### src/rtl/mem_stage_lsu_pkg.sv
// Shared definitions for the MEM-stage load/store unit.
// Holds the funct3 encodings of the RV32I loads and stores, the LSU state
// type and the unshifted byte-enable patterns for each access size.
package riscv_mem_pkg;

    localparam logic [2:0] F3_LB  = 3'b000;
    localparam logic [2:0] F3_LH  = 3'b001;
    localparam logic [2:0] F3_LW  = 3'b010;
    localparam logic [2:0] F3_LBU = 3'b100;
    localparam logic [2:0] F3_LHU = 3'b101;
    localparam logic [2:0] F3_SB  = 3'b000;
    localparam logic [2:0] F3_SH  = 3'b001;
    localparam logic [2:0] F3_SW  = 3'b010;

    localparam logic [3:0] BE_BYTE = 4'b0001;
    localparam logic [3:0] BE_HALF = 4'b0011;
    localparam logic [3:0] BE_WORD = 4'b1111;

    typedef enum logic [1:0] {
        IDLE = 2'd0,
        BUSY = 2'd1,
        DONE = 2'd2
    } lsu_state_t;

endpackage

### src/rtl/mem_stage_lsu_if.sv
// Data-memory request/ready bus between the LSU and data memory.
//   dmem_req    request valid, held until dmem_ready
//   dmem_we     1 = write
//   dmem_addr   word-aligned byte address
//   dmem_wdata  lane-replicated store data
//   dmem_be     byte enables
//   dmem_ready  memory completes the request this cycle
//   dmem_rdata  read word, valid with dmem_ready
// master = LSU side, slave = memory side.
interface mem_stage_lsu_if;
    logic        dmem_req;
    logic        dmem_we;
    logic [31:0] dmem_addr;
    logic [31:0] dmem_wdata;
    logic [3:0]  dmem_be;
    logic        dmem_ready;
    logic [31:0] dmem_rdata;

    modport master (
        output dmem_req, dmem_we, dmem_addr, dmem_wdata, dmem_be,
        input  dmem_ready, dmem_rdata
    );

    modport slave (
        input  dmem_req, dmem_we, dmem_addr, dmem_wdata, dmem_be,
        output dmem_ready, dmem_rdata
    );
endinterface

### src/rtl/mem_stage_lsu_load_format.sv
// Load data formatter: selects the addressed byte/half of a read word and
// sign- or zero-extends it according to funct3.
//   rdata   in  32  raw word from memory
//   funct3  in  3   load size/sign
//   offset  in  2   byte offset within the word
//   result  out 32  formatted load value
module lsu_load_format
    import riscv_mem_pkg::*;
(
    input  logic [31:0] rdata,
    input  logic [2:0]  funct3,
    input  logic [1:0]  offset,
    output logic [31:0] result
);
    logic [7:0]  byte_sel;
    logic [15:0] half_sel;

    always_comb begin
        byte_sel = rdata[{offset, 3'b000} +: 8];
        half_sel = offset[1] ? rdata[31:16] : rdata[15:0];
        case (funct3)
            F3_LB:   result = {{24{byte_sel[7]}}, byte_sel};
            F3_LBU:  result = {24'h0, byte_sel};
            F3_LH:   result = {{16{half_sel[15]}}, half_sel};
            F3_LHU:  result = {16'h0, half_sel};
            default: result = rdata;
        endcase
    end
endmodule

### src/rtl/mem_stage_lsu.sv
// MEM-stage load/store unit. Issues one data-memory request per load/store,
// stalls the pipeline until it completes, formats load data into a register
// for MEM/WB and flags misaligned/illegal accesses and memory timeouts.
//   clk, rst              clock, synchronous active-high reset
//   MemRead_mem/MemWrite_mem, funct3_mem, ALUResult_mem, StoreData_mem
//                         access description from EX/MEM
//   dmem                  data-memory bus (master side)
//   MemDout_mem           registered load result
//   stall_mem             freeze the front of the pipeline
//   mem_exc               one-cycle exception pulse
//
// state | meaning
// IDLE  | no access outstanding; a good access is latched and stalls here
// BUSY  | request on the bus, waiting for dmem_ready or timeout
// DONE  | access finished; pipeline released, MEM/WB captures MemDout_mem
module mem_stage_lsu
    import riscv_mem_pkg::*;
#(
    parameter int MAX_WAIT = 16,
    parameter int WAIT_W   = 8
) (
    input  logic            clk,
    input  logic            rst,
    input  logic            MemRead_mem,
    input  logic            MemWrite_mem,
    input  logic [2:0]      funct3_mem,
    input  logic [31:0]     ALUResult_mem,
    input  logic [31:0]     StoreData_mem,
    mem_stage_lsu_if.master dmem,
    output logic [31:0]     MemDout_mem,
    output logic            stall_mem,
    output logic            mem_exc
);
    lsu_state_t  state, state_nxt;
    logic [WAIT_W-1:0] wait_cnt;
    logic        timeout_q;
    logic        we_q;
    logic [31:0] addr_q, wdata_q;
    logic [3:0]  be_q;
    logic [2:0]  f3_q;
    logic [1:0]  off_q;

    logic        access, bad, accept, wait_last, req_c;
    logic [1:0]  off;
    logic [3:0]  be_c;
    logic [31:0] wdata_c, load_val;

    assign off    = ALUResult_mem[1:0];
    assign access = MemRead_mem | MemWrite_mem;
    assign bad    = (MemRead_mem & MemWrite_mem)
                  | (funct3_mem == 3'b011) | (funct3_mem[2:1] == 2'b11)
                  | ((funct3_mem[1:0] == 2'b01) & off[0])
                  | ((funct3_mem[1:0] == 2'b10) & (off != 2'b00));
    assign accept    = (state == IDLE) & access & ~bad;
    assign wait_last = (wait_cnt == WAIT_W'(MAX_WAIT - 1));

    // Stores size by funct3[1:0]; loads always read the whole word.
    always_comb begin
        be_c    = BE_WORD;
        wdata_c = 32'h0;
        if (MemWrite_mem) begin
            case (funct3_mem[1:0])
                2'b00: begin
                    be_c    = BE_BYTE << off;
                    wdata_c = {4{StoreData_mem[7:0]}};
                end
                2'b01: begin
                    be_c    = BE_HALF << off;
                    wdata_c = {2{StoreData_mem[15:0]}};
                end
                default: begin
                    be_c    = BE_WORD;
                    wdata_c = StoreData_mem;
                end
            endcase
        end
    end

    lsu_load_format u_fmt (
        .rdata  (dmem.dmem_rdata),
        .funct3 (f3_q),
        .offset (off_q),
        .result (load_val)
    );

    always_comb begin
        state_nxt = state;
        stall_mem = 1'b0;
        mem_exc   = 1'b0;
        req_c     = 1'b0;
        case (state)
            IDLE: begin
                if (access) begin
                    if (bad) begin
                        mem_exc = 1'b1;
                    end else begin
                        stall_mem = 1'b1;
                        state_nxt = BUSY;
                    end
                end
            end
            BUSY: begin
                req_c     = 1'b1;
                stall_mem = 1'b1;
                if (dmem.dmem_ready || wait_last) begin
                    state_nxt = DONE;
                end
            end
            DONE: begin
                mem_exc   = timeout_q;
                state_nxt = IDLE;
            end
            default: state_nxt = IDLE;
        endcase
    end

    always_ff @(posedge clk) begin
        if (rst) begin
            state       <= IDLE;
            wait_cnt    <= '0;
            timeout_q   <= 1'b0;
            we_q        <= 1'b0;
            addr_q      <= 32'h0;
            wdata_q     <= 32'h0;
            be_q        <= 4'h0;
            f3_q        <= 3'h0;
            off_q       <= 2'h0;
            MemDout_mem <= 32'h0;
        end else begin
            state <= state_nxt;
            case (state)
                IDLE: begin
                    wait_cnt  <= '0;
                    timeout_q <= 1'b0;
                    if (accept) begin
                        we_q    <= MemWrite_mem;
                        addr_q  <= {ALUResult_mem[31:2], 2'b00};
                        wdata_q <= wdata_c;
                        be_q    <= be_c;
                        f3_q    <= funct3_mem;
                        off_q   <= off;
                    end
                end
                BUSY: begin
                    wait_cnt <= wait_cnt + 1'b1;
                    // Ready on the last permitted cycle still completes normally.
                    if (dmem.dmem_ready) begin
                        if (!we_q) begin
                            MemDout_mem <= load_val;
                        end
                    end else if (wait_last) begin
                        MemDout_mem <= 32'h0;
                        timeout_q   <= 1'b1;
                    end
                end
                default: timeout_q <= 1'b0;
            endcase
        end
    end

    assign dmem.dmem_req   = req_c;
    assign dmem.dmem_we    = we_q;
    assign dmem.dmem_addr  = addr_q;
    assign dmem.dmem_wdata = wdata_q;
    assign dmem.dmem_be    = be_q;
endmodule

### src/flat_wrapper.sv
// flat-port wrapper written by rule: the top's interface ports become plain ports
module mem_stage_lsu_flat import riscv_mem_pkg::*;
#(
    parameter int MAX_WAIT = 16,
    parameter int WAIT_W   = 8
)
  (clk, rst, MemRead_mem, MemWrite_mem, funct3_mem, ALUResult_mem, StoreData_mem, MemDout_mem, stall_mem, mem_exc, dmem_dmem_req, dmem_dmem_we, dmem_dmem_addr, dmem_dmem_wdata, dmem_dmem_be, dmem_dmem_ready, dmem_dmem_rdata);
  mem_stage_lsu_if dmem_i ();
  input  logic clk;
  input  logic rst;
  input  logic MemRead_mem;
  input  logic MemWrite_mem;
  input  logic [2:0] funct3_mem;
  input  logic [31:0] ALUResult_mem;
  input  logic [31:0] StoreData_mem;
  output logic [31:0] MemDout_mem;
  output logic stall_mem;
  output logic mem_exc;
  output wire logic [$bits(dmem_i.dmem_req)-1:0] dmem_dmem_req;
  output wire logic [$bits(dmem_i.dmem_we)-1:0] dmem_dmem_we;
  output wire logic [$bits(dmem_i.dmem_addr)-1:0] dmem_dmem_addr;
  output wire logic [$bits(dmem_i.dmem_wdata)-1:0] dmem_dmem_wdata;
  output wire logic [$bits(dmem_i.dmem_be)-1:0] dmem_dmem_be;
  input wire logic [$bits(dmem_i.dmem_ready)-1:0] dmem_dmem_ready;
  input wire logic [$bits(dmem_i.dmem_rdata)-1:0] dmem_dmem_rdata;
  assign dmem_dmem_req = dmem_i.dmem_req;
  assign dmem_dmem_we = dmem_i.dmem_we;
  assign dmem_dmem_addr = dmem_i.dmem_addr;
  assign dmem_dmem_wdata = dmem_i.dmem_wdata;
  assign dmem_dmem_be = dmem_i.dmem_be;
  assign dmem_i.dmem_ready = dmem_dmem_ready;
  assign dmem_i.dmem_rdata = dmem_dmem_rdata;
  mem_stage_lsu #(.MAX_WAIT(MAX_WAIT), .WAIT_W(WAIT_W)) u_core (.clk(clk), .rst(rst), .MemRead_mem(MemRead_mem), .MemWrite_mem(MemWrite_mem), .funct3_mem(funct3_mem), .ALUResult_mem(ALUResult_mem), .StoreData_mem(StoreData_mem), .dmem(dmem_i), .MemDout_mem(MemDout_mem), .stall_mem(stall_mem), .mem_exc(mem_exc));
endmodule
### config.mk
export PLATFORM = sky130hd
export DESIGN_NAME = mem_stage_lsu_flat
export DESIGN_NICKNAME = d
export VERILOG_FILES = /design/src/rtl/mem_stage_lsu_pkg.sv /design/src/rtl/mem_stage_lsu_if.sv /design/src/rtl/mem_stage_lsu_load_format.sv /design/src/rtl/mem_stage_lsu.sv /design/src/flat_wrapper.sv
export SDC_FILE = /design/constraint.sdc
export NUM_CORES = 1
export LEC_CHECK = 0
export ABC_AREA = 1
export BUFFER_PORTS_ARGS = -buffer_cell sky130_fd_sc_hd__buf_2
export CORE_AREA = 2 2 132 134
export DETAILED_ROUTE_END_ITERATION = 8
export DIE_AREA = 0 0 134 136
export HOLD_SLACK_MARGIN = 0.02
export PLACE_DENSITY = 0.61
export SLEW_MARGIN = 20
export SYNTH_ARGS = -nofsm -noshare
export SYNTH_HDL_FRONTEND = slang
export SYNTH_SLANG_ARGS = --single-unit
export TNS_END_PERCENT = 20
### constraint.sdc
create_clock -name clk -period 3.8 [get_ports clk]
set_input_delay 0.57 -clock clk [delete_from_list [all_inputs] [get_ports clk]]
set_output_delay 0.57 -clock clk [all_outputs]
set_load 0.05 [all_outputs]
==> results of run 1 <==
worst min path at each step:
stage                     depth (start not counted)  slack, ns                    endpoint                       start
after floorplan                                   2       0.44            u_core.timeout_q            u_core.timeout_q
after global placement                            2       0.45   u_core.dmem.dmem_addr[24]   u_core.dmem.dmem_addr[24]
after detailed placement                          2       0.45  u_core.dmem.dmem_wdata[15]  u_core.dmem.dmem_wdata[15]
after CTS                                         3       0.38   u_core.dmem.dmem_addr[13]           ALUResult_mem[13]
after global routing                              3       0.39   u_core.dmem.dmem_addr[27]           ALUResult_mem[27]
final                                             3       0.40    u_core.dmem.dmem_addr[4]            ALUResult_mem[4]
power by group:
group | switching (W) | internal (W) | total (W)
combinational | 0.000487 | 0.000176 | 0.000662
sequential | 0.0000357 | 0.00126 | 0.00130
clock | 0.000557 | 0.00107 | 0.00163
layer usage:
layer	vias to the layer above	wire length (um)
met5	-	0
met4	0	220
met3	17	1500
met2	226	7680
met1	2628	7750
li1	3010	-
placed cells by master, fill, tap and decap left out:
cell / netlist / layout
a211oi_1: 1 / 1
dfxtp_1: 115 / 115
o21ai_1: 1 / 1
nand2_1: 296 / 296
a21oi_1: 131 / 131
or2_2: 2 / 2
nand3_2: 2 / 2
a21o_1: 1 / 1
nor2_2: 1 / 1
o21ai_0: 33 / 33
nor3b_1: 2 / 2
and3_1: 1 / 1
a22oi_1: 1 / 1
nor3_1: 19 / 19
conb_1: 1 / 2
nor2_4: 1 / 1
nand3b_1: 2 / 2
clkinvlp_4: 0 / 1
inv_1: 56 / 56
nand2_2: 3 / 3
bufinv_16: 0 / 3
clkbuf_16: 0 / 17
o21a_1: 1 / 1
nand4_1: 1 / 1
xor2_1: 1 / 1
clkinv_2: 0 / 5
nand3_1: 20 / 20
clkbuf_1: 22 / 1
buf_4: 10 / 8
diode_2: 0 / 2
buf_2: 9 / 204
clkinv_4: 0 / 1
inv_2: 5 / 5
nor2_1: 85 / 85
clkinv_1: 2 / 2
o21bai_2: 1 / 1
ha_1: 1 / 1
clkbuf_8: 0 / 3
Yosys cell counts (all sizes together), types with 2 or more instances:
library cell	n	area share
or2	2	0.0023
a21oi	131	0.12
nor2	87	0.062
o21ai	34	0.031
clkinv	2	0.0014
buf	26	0.035
nand2	299	0.21
inv	61	0.042
dfxtp	115	0.42
nor3b	2	0.0028
nand3b	2	0.0028
clkbuf	22	0.015
nand3	22	0.022
nor3	19	0.017
worst max-delay path: stages:
cell and delay, ns:
buf_2 0.24, inv_2 0.29, nand3_1 0.15, nand2_1 0.10, inv_2 0.04, nand2_1 0.06
a22oi_1 0.06, nor2_1 0.13, buf_2 0.28
cell type report:
| cell class | instances | area [sq um] |
|---|---|---|
| diodes | 2 | 5.00 |
| clock buffers | 21 | 470 |
| clock inverters | 10 | 131 |
| fillers | 1825 | 9740 |
| inverters | 63 | 236 |
| multi-input cells | 609 | 2630 |
| flip-flops and latches | 115 | 2300 |
| well taps | 225 | 282 |
| repair buffers | 212 | 1080 |
stage by stage:
stage / area, sq um / power [W] / std cells
2_1_floorplan: 5450 / 0.00181 / 835
3_3_place_gp: 6530 / 0.00199 / 1224
3_5_place_dp: 6530 / 0.00199 / 1224
4_1_cts: 7140 / 0.00363 / 1255
5_1_grt: 7140 / 0.00376 / 1256
6_report: 7140 / 0.00359 / 1257
sequential cells by signal, summed over array words and instances (netlist names), 2 cells and up:
name,cells
u_core.dmem.dmem_be,4
u_core.MemDout_mem,32
u_core.off_q,2
u_core.wait_cnt,8
u_core.dmem.dmem_wdata,32
u_core.state,2
u_core.f3_q,3
u_core.dmem.dmem_addr,30
cell families (layout without fill, tap and decap cells):
logic type | Yosys count | count (layout) | synth area share
and+or+nand+nor | 435 | 435 | 0.319
AOI/OAI and AO/OA | 170 | 170 | 0.159
DFF | 115 | 115 | 0.423
buffers and inverters | 111 | 306 | 0.0938
adders and majority gates | 1 | 1 | 0.00230
other | 1 | 4 | 0.000689
xor gates and xnor gates | 1 | 1 | 0.00161
==> metrics.txt, run 1 <==
outcome finished clean; PD cells 503 nW/um^2; Die X 134 um; min Tclk post-route 2.49 ns; Worst R2R Path Depth 7; DRT iter0 DRCs 390; clk sinks 115; CTS Buffer Depth 2; area delta synth->final 31.2%; GR Util met3 0.0623; fin crit share 0.656; ys flop type dfxtp_1; Worst-Skew Late Latency 0.42 ns; GR Util All Layers 0.187; Critical R2R Capture u_core.MemDout_mem[25]; Yosys cell types 33; Seq/Total Area, Yosys 0.423; Resize count post-CTS 0; worst clock skew 0.0128 ns; Hold Slack 0.397 ns; Fin. Hold Viols 0; type of origin of the critical path input pin; Leakage Power 3.45 nW; Syn Area/Cell 6.52 sq um; Initial Util 0.322; chip height 136 um; Top Usage Layer GRT met2; final core utilization 0.423; met2 usage 0.294; Worst slew margin 0.371; hpwl dp 12200 um; endpoints failing setup 0; H-tree depth 4; Post-synth EDFFs 0; Pins Over Slew Limit 0; via/cell ratio 4.68; share of cells above drive strength 1 0.250; setup tns final 0 ns; CORE AREA 16900 sq um; Post-CTS Setup Bufs 0; Setup WS post-layout 1.31 ns; reg-to-reg critical path startpoint u_core.f3_q[1]; Setup WS pre-CTS 1.10 ns; vias in the first global route 5367; Setup Crit Path Kind input pin to primary output; start point of the critical path funct3_mem[1]; register bit total from synthesis 115; Critical Path End Type primary output; DRC 0; gpl congestion 0.820; vias post-DR 5881; critical path data arrival time 1.92 ns; met1 Usage GRT 0.243; max-cap viol count 0; FP Rows 48; total gr overflow 0; Tightest Hold Check Type input pin to flip-flop; CTS Buf Count 17; RSZ-0062 raised after global routing false; peak supply drop 0.321 mV; Syn Std Cell Area 5440 sq um; total routed wirelength 17100 um; synth warn 0; Max FO, Critical Path 22; antenna violations before repair 2; Worst-path clk slew 0.05 ns; first-pass GRT wire length 26900 um; Worst Path Required 3.23 ns; io pins 208; asr flop ratio synth 0; largest net degree at the start of global routing 55; hold_buf cts 0; worst slew pin tran 0.939 ns; drt first pass iters 5; CTS root buf clkbuf_16; CTS tree yes; number of I/O port buffers 205; Die Footprint 18200 sq um; # nets final 1123; Detail Route Antenna Nets 0; worst setup path endpoint mem_exc; Max Clk Rate 0.401 GHz; Avg WL per Cell 13.6 um; Cells after Synth 834; r2r setup slk 1.69 ns
(Power assumes the default switching activity.)
==> run 2: changes to the inputs <==
==> constraint.sdc (replaced) <==
create_clock -name clk -period 2.45 [get_ports clk]
set_input_delay 0.3675 -clock clk [delete_from_list [all_inputs] [get_ports clk]]
set_output_delay 0.3675 -clock clk [all_outputs]
set_load 0.05 [all_outputs]
==> metrics.txt, run 2 (same netlist as run 1, synthesis figures left out) <==
outcome finished clean; max-cap viol count 0 (unchanged); worst slew pin tran 0.928 ns (-0.0110 ns); Initial Util 0.322 (unchanged); CTS Buf Count 17 (unchanged); Tightest Hold Check Type input pin to flip-flop; DRC 0 (unchanged); endpoints failing setup 0 (unchanged); H-tree depth 4 (unchanged); critical path data arrival time 2.42 ns (+0.50 ns); Setup Crit Path Kind flip-flop to flip-flop; met2 usage 0.283 (-0.0103); top cell family by delay on the critical path compound AO/OA/AOI/OAI gates; io pins 208 (unchanged); Detail Route Antenna Nets 0 (unchanged); Fin. Hold Viols 0 (unchanged); vias in the first global route 5281 (-1.6%); via/cell ratio 4.61 (-1.5%); Avg WL per Cell 13.5 um (-1.3%); CORE AREA 16900 sq um (unchanged); Placed Area 6630 sq um (+1.4%); type of origin of the critical path flip-flop; Post-CTS Setup Bufs 0 (unchanged); gpl congestion 0.829 (+1.1%); GR Util met3 0.0694 (+0.00708); PD cells 777 nW/um^2 (+54%); first-pass GRT wire length 26800 um (-0.39%); # nets final 1130 (+0.62%); drt first pass iters 5 (unchanged); setup tns final 0 ns (unchanged); fin crit share 0.846; hpwl dp 12200 um (-0.42%); GR Util All Layers 0.186 (-0.00178); Crit-path slowest cell o21bai_2; total routed wirelength 17000 um (-0.79%); Final Cell Area 7240 sq um (+1.4%); Resize count post-CTS 0 (unchanged); Fill cells 1820 (-0.27%); Die X 134 um (unchanged); worst path cell trace ha_1 > nand3_1 > nor2_1 > o21bai_2 > buf_4 > nand2_1 > a21oi_1; met1 Usage GRT 0.246 (+0.00333); most frequent cells in the layout nand2_1 (296), buf_2 (203), a21oi_1 (131), dfxtp_1 (115), nor2_1 (85); Leakage Power 3.49 nW (+1.2%); CTS Buffer Depth 2 (unchanged); clk sinks 115 (unchanged); Max FO, Critical Path 23 (+4.5%); most common cell after layout, fill and taps aside nand2_1; Pins Over Slew Limit 0 (unchanged); FP Rows 48 (unchanged); CTS root buf clkbuf_16; peak supply drop 0.510 mV (+59%); Die Footprint 18200 sq um (unchanged); final core utilization 0.429 (+0.00608); share of cells above drive strength 1 0.254 (+0.00482); area delta synth->final 33.1%; Worst slew margin 0.381 (+0.00922); total gr overflow 0 (unchanged); Worst-path clk slew 0.06 ns (about the same); CTS tree yes; hold_buf cts 0 (unchanged); number of I/O port buffers 205 (unchanged); slowest stage delay, CP 0.72 ns (+0.43 ns); chip height 136 um (unchanged); DRT iter0 DRCs 350 (-10%); Buf/Inv on CP 1 (-3); vias post-DR 5826 (-0.94%); largest net degree at the start of global routing 95 (+73%); worst clock skew 0.00922 ns (-0.00360 ns); Worst Path Required 2.80 ns (-0.43 ns); Critical Path End Type flip-flop; Max Clk Rate 0.483 GHz; min Tclk post-route 2.07 ns; Worst-Skew Late Latency 0.42 ns (about the same); RSZ-0062 raised after global routing false; antenna violations before repair 2 (unchanged); Top Usage Layer GRT met2
==> run 2: worst paths after layout <==
kind,from,endpoint,slack (ns),cells after the start
setup / recovery,u_core.wait_cnt[0],u_core.MemDout_mem[13],0.38,7
hold / removal,ALUResult_mem[4],u_core.dmem.dmem_addr[4],0.19,3
setup reg to reg,u_core.wait_cnt[0],u_core.MemDout_mem[13],0.38,7
hold reg to reg,u_core.dmem.dmem_addr[24],u_core.dmem.dmem_addr[24],0.46,2
==> run 2: final cells by class <==
class / instances / area, sq um / area share
Clock buffer: 21 / 460 / 0.0636
Multi-Input combinational cell: 609 / 2630 / 0.363
Antenna cell: 1 / 2.50 / 0.000345
Tap cell: 225 / 282 / 0.0389
Sequential cell: 115 / 2300 / 0.318
Inverter: 63 / 236 / 0.0326
Clock inverter: 11 / 154 / 0.0212
Timing Repair Buffer: 219 / 1170 / 0.162
==> run 2: where the power goes <==
| part | switching [W] | internal, W | total, W |
|---|---|---|---|
| Combinational | 0.000759 | 0.000293 | 0.00105 |
| Sequential | 0.0000519 | 0.00196 | 0.00201 |
| Clock | 0.000908 | 0.00166 | 0.00256 |
==> run 2: tightest hold or removal path, stage by stage <==
cell and delay, ns:
buf_2 0.09, nand2_1 0.05, a21oi_1 0.05
==> run 2: metal layers <==
layer	up-vias	part of all wire
li1	3029	-
met5	-	0
met4	0	0.012
met1	2571	0.45
met3	19	0.093
met2	207	0.44
==> run 2: stage by stage <==
stage / power (W) / std cells / hold slack, ns / setup slack, ns
4_1_cts: 0.00568 / 1263 / 0.174 / 0.379
6_report: 0.00563 / 1264 / 0.187 / 0.378
3_5_place_dp: 0.00311 / 1231 / 0.453 / 0.362
3_3_place_gp: 0.00310 / 1231 / 0.450 / 0.408
2_1_floorplan: 0.00280 / 835 / 0.437 / 0.689
5_1_grt: 0.00590 / 1263 / 0.180 / 0.162
==> run 3: changes to the inputs <==
--- a/config.mk
+++ b/config.mk
@@ -5,11 +5,11 @@
 export SDC_FILE = /design/constraint.sdc
 export NUM_CORES = 1
 export LEC_CHECK = 0
-export ABC_AREA = 1
+export ABC_AREA = 0
 export BUFFER_PORTS_ARGS = -buffer_cell sky130_fd_sc_hd__buf_2
-export CORE_AREA = 2 2 132 134
+export CORE_AREA = 2 2 129 131
 export DETAILED_ROUTE_END_ITERATION = 8
-export DIE_AREA = 0 0 134 136
+export DIE_AREA = 0 0 131 133
 export HOLD_SLACK_MARGIN = 0.02
 export PLACE_DENSITY = 0.61
 export SLEW_MARGIN = 20
==> constraint.sdc (replaced) <==
create_clock -name clk -period 2.1 [get_ports clk]
set_input_delay 0.315 -clock clk [delete_from_list [all_inputs] [get_ports clk]]
set_output_delay 0.315 -clock clk [all_outputs]
set_load 0.05 [all_outputs]
==> metrics.txt, run 3 <==
final core utilization 0.439 (+0.00988); area delta synth->final 36.3%; hold_buf cts 0 (unchanged); hpwl dp 11000 um (-9.9%); total gr overflow 0 (unchanged); fin crit share 0.923; FP Rows 47 (-2.1%); synth warn 0 (unchanged); DRT iter0 DRCs 240 (-31%); Die Footprint 17400 sq um (-4.4%); first-pass GRT wire length 24100 um (-10%); Die X 131 um (-2.2%); post-route insts no fill 1030 (-19%); outcome finished clean; CTS Buf Count 17 (unchanged); CTS root buf clkbuf_16; clk sinks 115 (unchanged); Leakage Power 3.15 nW (-9.7%); Worst-path clk slew 0.06 ns (about the same); vias in the first global route 4720 (-11%); ys flop type dfxtp_1; Critical Path End Type primary output; vias post-DR 4998 (-14%); n_diodes 0 (-1); Seq/Total Area, Yosys 0.442 (+0.0188); # nets final 902 (-20%); cell with the most instances after synthesis dfxtp_1; Avg WL per Cell 15.1 um (+12%); share of cells above drive strength 1 0.354 (+0.100); Worst Path Required 1.78 ns (-1.02 ns); antenna violations before repair 0 (-2); worst clock skew 0.00837 ns (-0.000852 ns); Cells after Synth 596 (-29%); Max Clk Rate 0.516 GHz; post-synth top area cell dfxtp_1; Initial Util 0.322 (about the same); synth top area cells dfxtp_1 (44%), a21oi_1 (7.5%), nand2_1 (7.3%), a22o_1 (3.9%), mux2i_1 (3.8%); most common cell after layout, fill and taps aside buf_2; Setup Crit Path Kind input pin to primary output; PD cells 903 nW/um^2 (+16%); Worst-Skew Late Latency 0.42 ns (about the same); CTS Buffer Depth 2 (unchanged); drt first pass iters 4 (-1); CTS tree yes; Post-synth EDFFs 0 (unchanged); Crit-path slowest cell maj3_1; total routed wirelength 15600 um (-8.5%); GR Util All Layers 0.176 (-0.00954); H-tree depth 4 (unchanged); worst path cell trace buf_2 > a21oi_1 > nor2_2 > maj3_1 > o21a_1 > buf_2; setup tns final 0 ns (unchanged); io pins 208 (unchanged); Worst slew margin 0.339 (-0.0421); type of origin of the critical path input pin; Post-CTS Setup Bufs 0 (unchanged); Synth top area share 0.442 (+0.0188); CORE AREA 16200 sq um (-4.2%); endpoints failing setup 0 (unchanged); Pins Over Slew Limit 0 (unchanged); slowest stage delay, CP 0.36 ns (-0.36 ns); max-cap viol count 0 (unchanged); chip height 133 um (-2.2%); RSZ-0062 raised after global routing false; Resize count post-CTS 0 (unchanged); Max FO, Critical Path 5 (-78%); top post-synthesis cells by count dfxtp_1 (115), nand2_1 (101), a21oi_1 (78), nor2_1 (34), nand2b_1 (26); worst slew pin tran 0.991 ns (+0.0627 ns); peak supply drop 0.551 mV (+8.1%); CP dominant cell by count buf_2; Syn Area/Cell 8.74 sq um (+34%); gpl congestion 0.775 (-6.5%); critical path data arrival time 1.62 ns (-0.80 ns); Tightest Hold Check Type input pin to flip-flop; most frequent cells in the layout buf_2 (205), dfxtp_1 (115), nand2_1 (101), a21oi_1 (78), nor2_1 (33); via/cell ratio 4.85 (+5.3%); Fin. Hold Viols 0 (unchanged); number of I/O port buffers 205 (unchanged); Fill cells 1641 (-9.8%); Post-Place Cells 998 (-19%); Syn Std Cell Area 5210 sq um (-4.3%); Detail Route Antenna Nets 0 (unchanged); asr flop ratio synth 0 (unchanged); largest net degree at the start of global routing 56 (-41%); DRC 0 (unchanged); Yosys cell types 61 (+85%); min Tclk post-route 1.94 ns; register bit total from synthesis 115 (unchanged)
[run 3: kinds of logic after synthesis]
family                     Yosys count  synth area share
AOI/OAI and AO/OA                  163             0.226
xor gates and xnor gates             6            0.0101
adders and majority gates            2           0.00432
buffers and inverters               62            0.0562
DFF                                115             0.442
muxes                               32            0.0687
other                                1          0.000720
and+or+nand+nor                    215             0.192
[run 3: metrics by stage]
step	setup slack [ns]	total power [W]	hold slack [ns]	cell area, sq um
2_1_floorplan	0.247	0.00308	0.440	5210
3_3_place_gp	0.0767	0.00341	0.436	6480
3_5_place_dp	0.0599	0.00341	0.443	6480
4_1_cts	0.153	0.00648	0.114	7100
5_1_grt	0.115	0.00665	0.121	7100
6_report	0.162	0.00641	0.132	7100
[run 3: cell type report]
type	count	area, sq um	area share
repair buffers	225	1200	0.169
well taps	220	275	0.0388
clock buffers	24	502	0.0707
clock inverters	8	123	0.0173
inverters	18	67.6	0.00952
multi-input cells	420	2630	0.370
flip-flops and latches	115	2300	0.324
[run 3: worst max-delay path, delay by kind of cell]
kind,cells,cell delay (ns)
AOI/OAI and AO/OA,2,0.50
adders and majority gates,1,0.36
buffers and inverters,2,0.35
and+or+nand+nor,1,0.10
[run 3: final timing paths]
check,startpoint,to,slack [ns],cells after the start
min,ALUResult_mem[11],u_core.dmem.dmem_addr[11],0.13,3
min reg2reg,u_core.dmem.dmem_addr[21],u_core.dmem.dmem_addr[21],0.45,2
max reg2reg,u_core.wait_cnt[4],u_core.MemDout_mem[15],0.28,5
max,ALUResult_mem[0],mem_exc,0.16,6
[run 3: where the power goes]
| group | leakage, nW | internal (W) | switching [W] | total, W |
|---|---|---|---|---|
| Combinational | 1.92 | 0.000321 | 0.000709 | 0.00103 |
| Clock | 0.298 | 0.00202 | 0.00103 | 0.00305 |
| Sequential | 0.933 | 0.00227 | 0.0000547 | 0.00233 |
[run 3: routing by layer]
layer,wire length [um],GRT usage,part of all wire,vias to the layer above
li1,-,-,-,2498
met1,7150,0.232,0.46,2296
met2,6850,0.263,0.44,191
met3,1410,0.0740,0.091,13
met4,143,0.0520,0.0092,0
met5,0,0,0,-
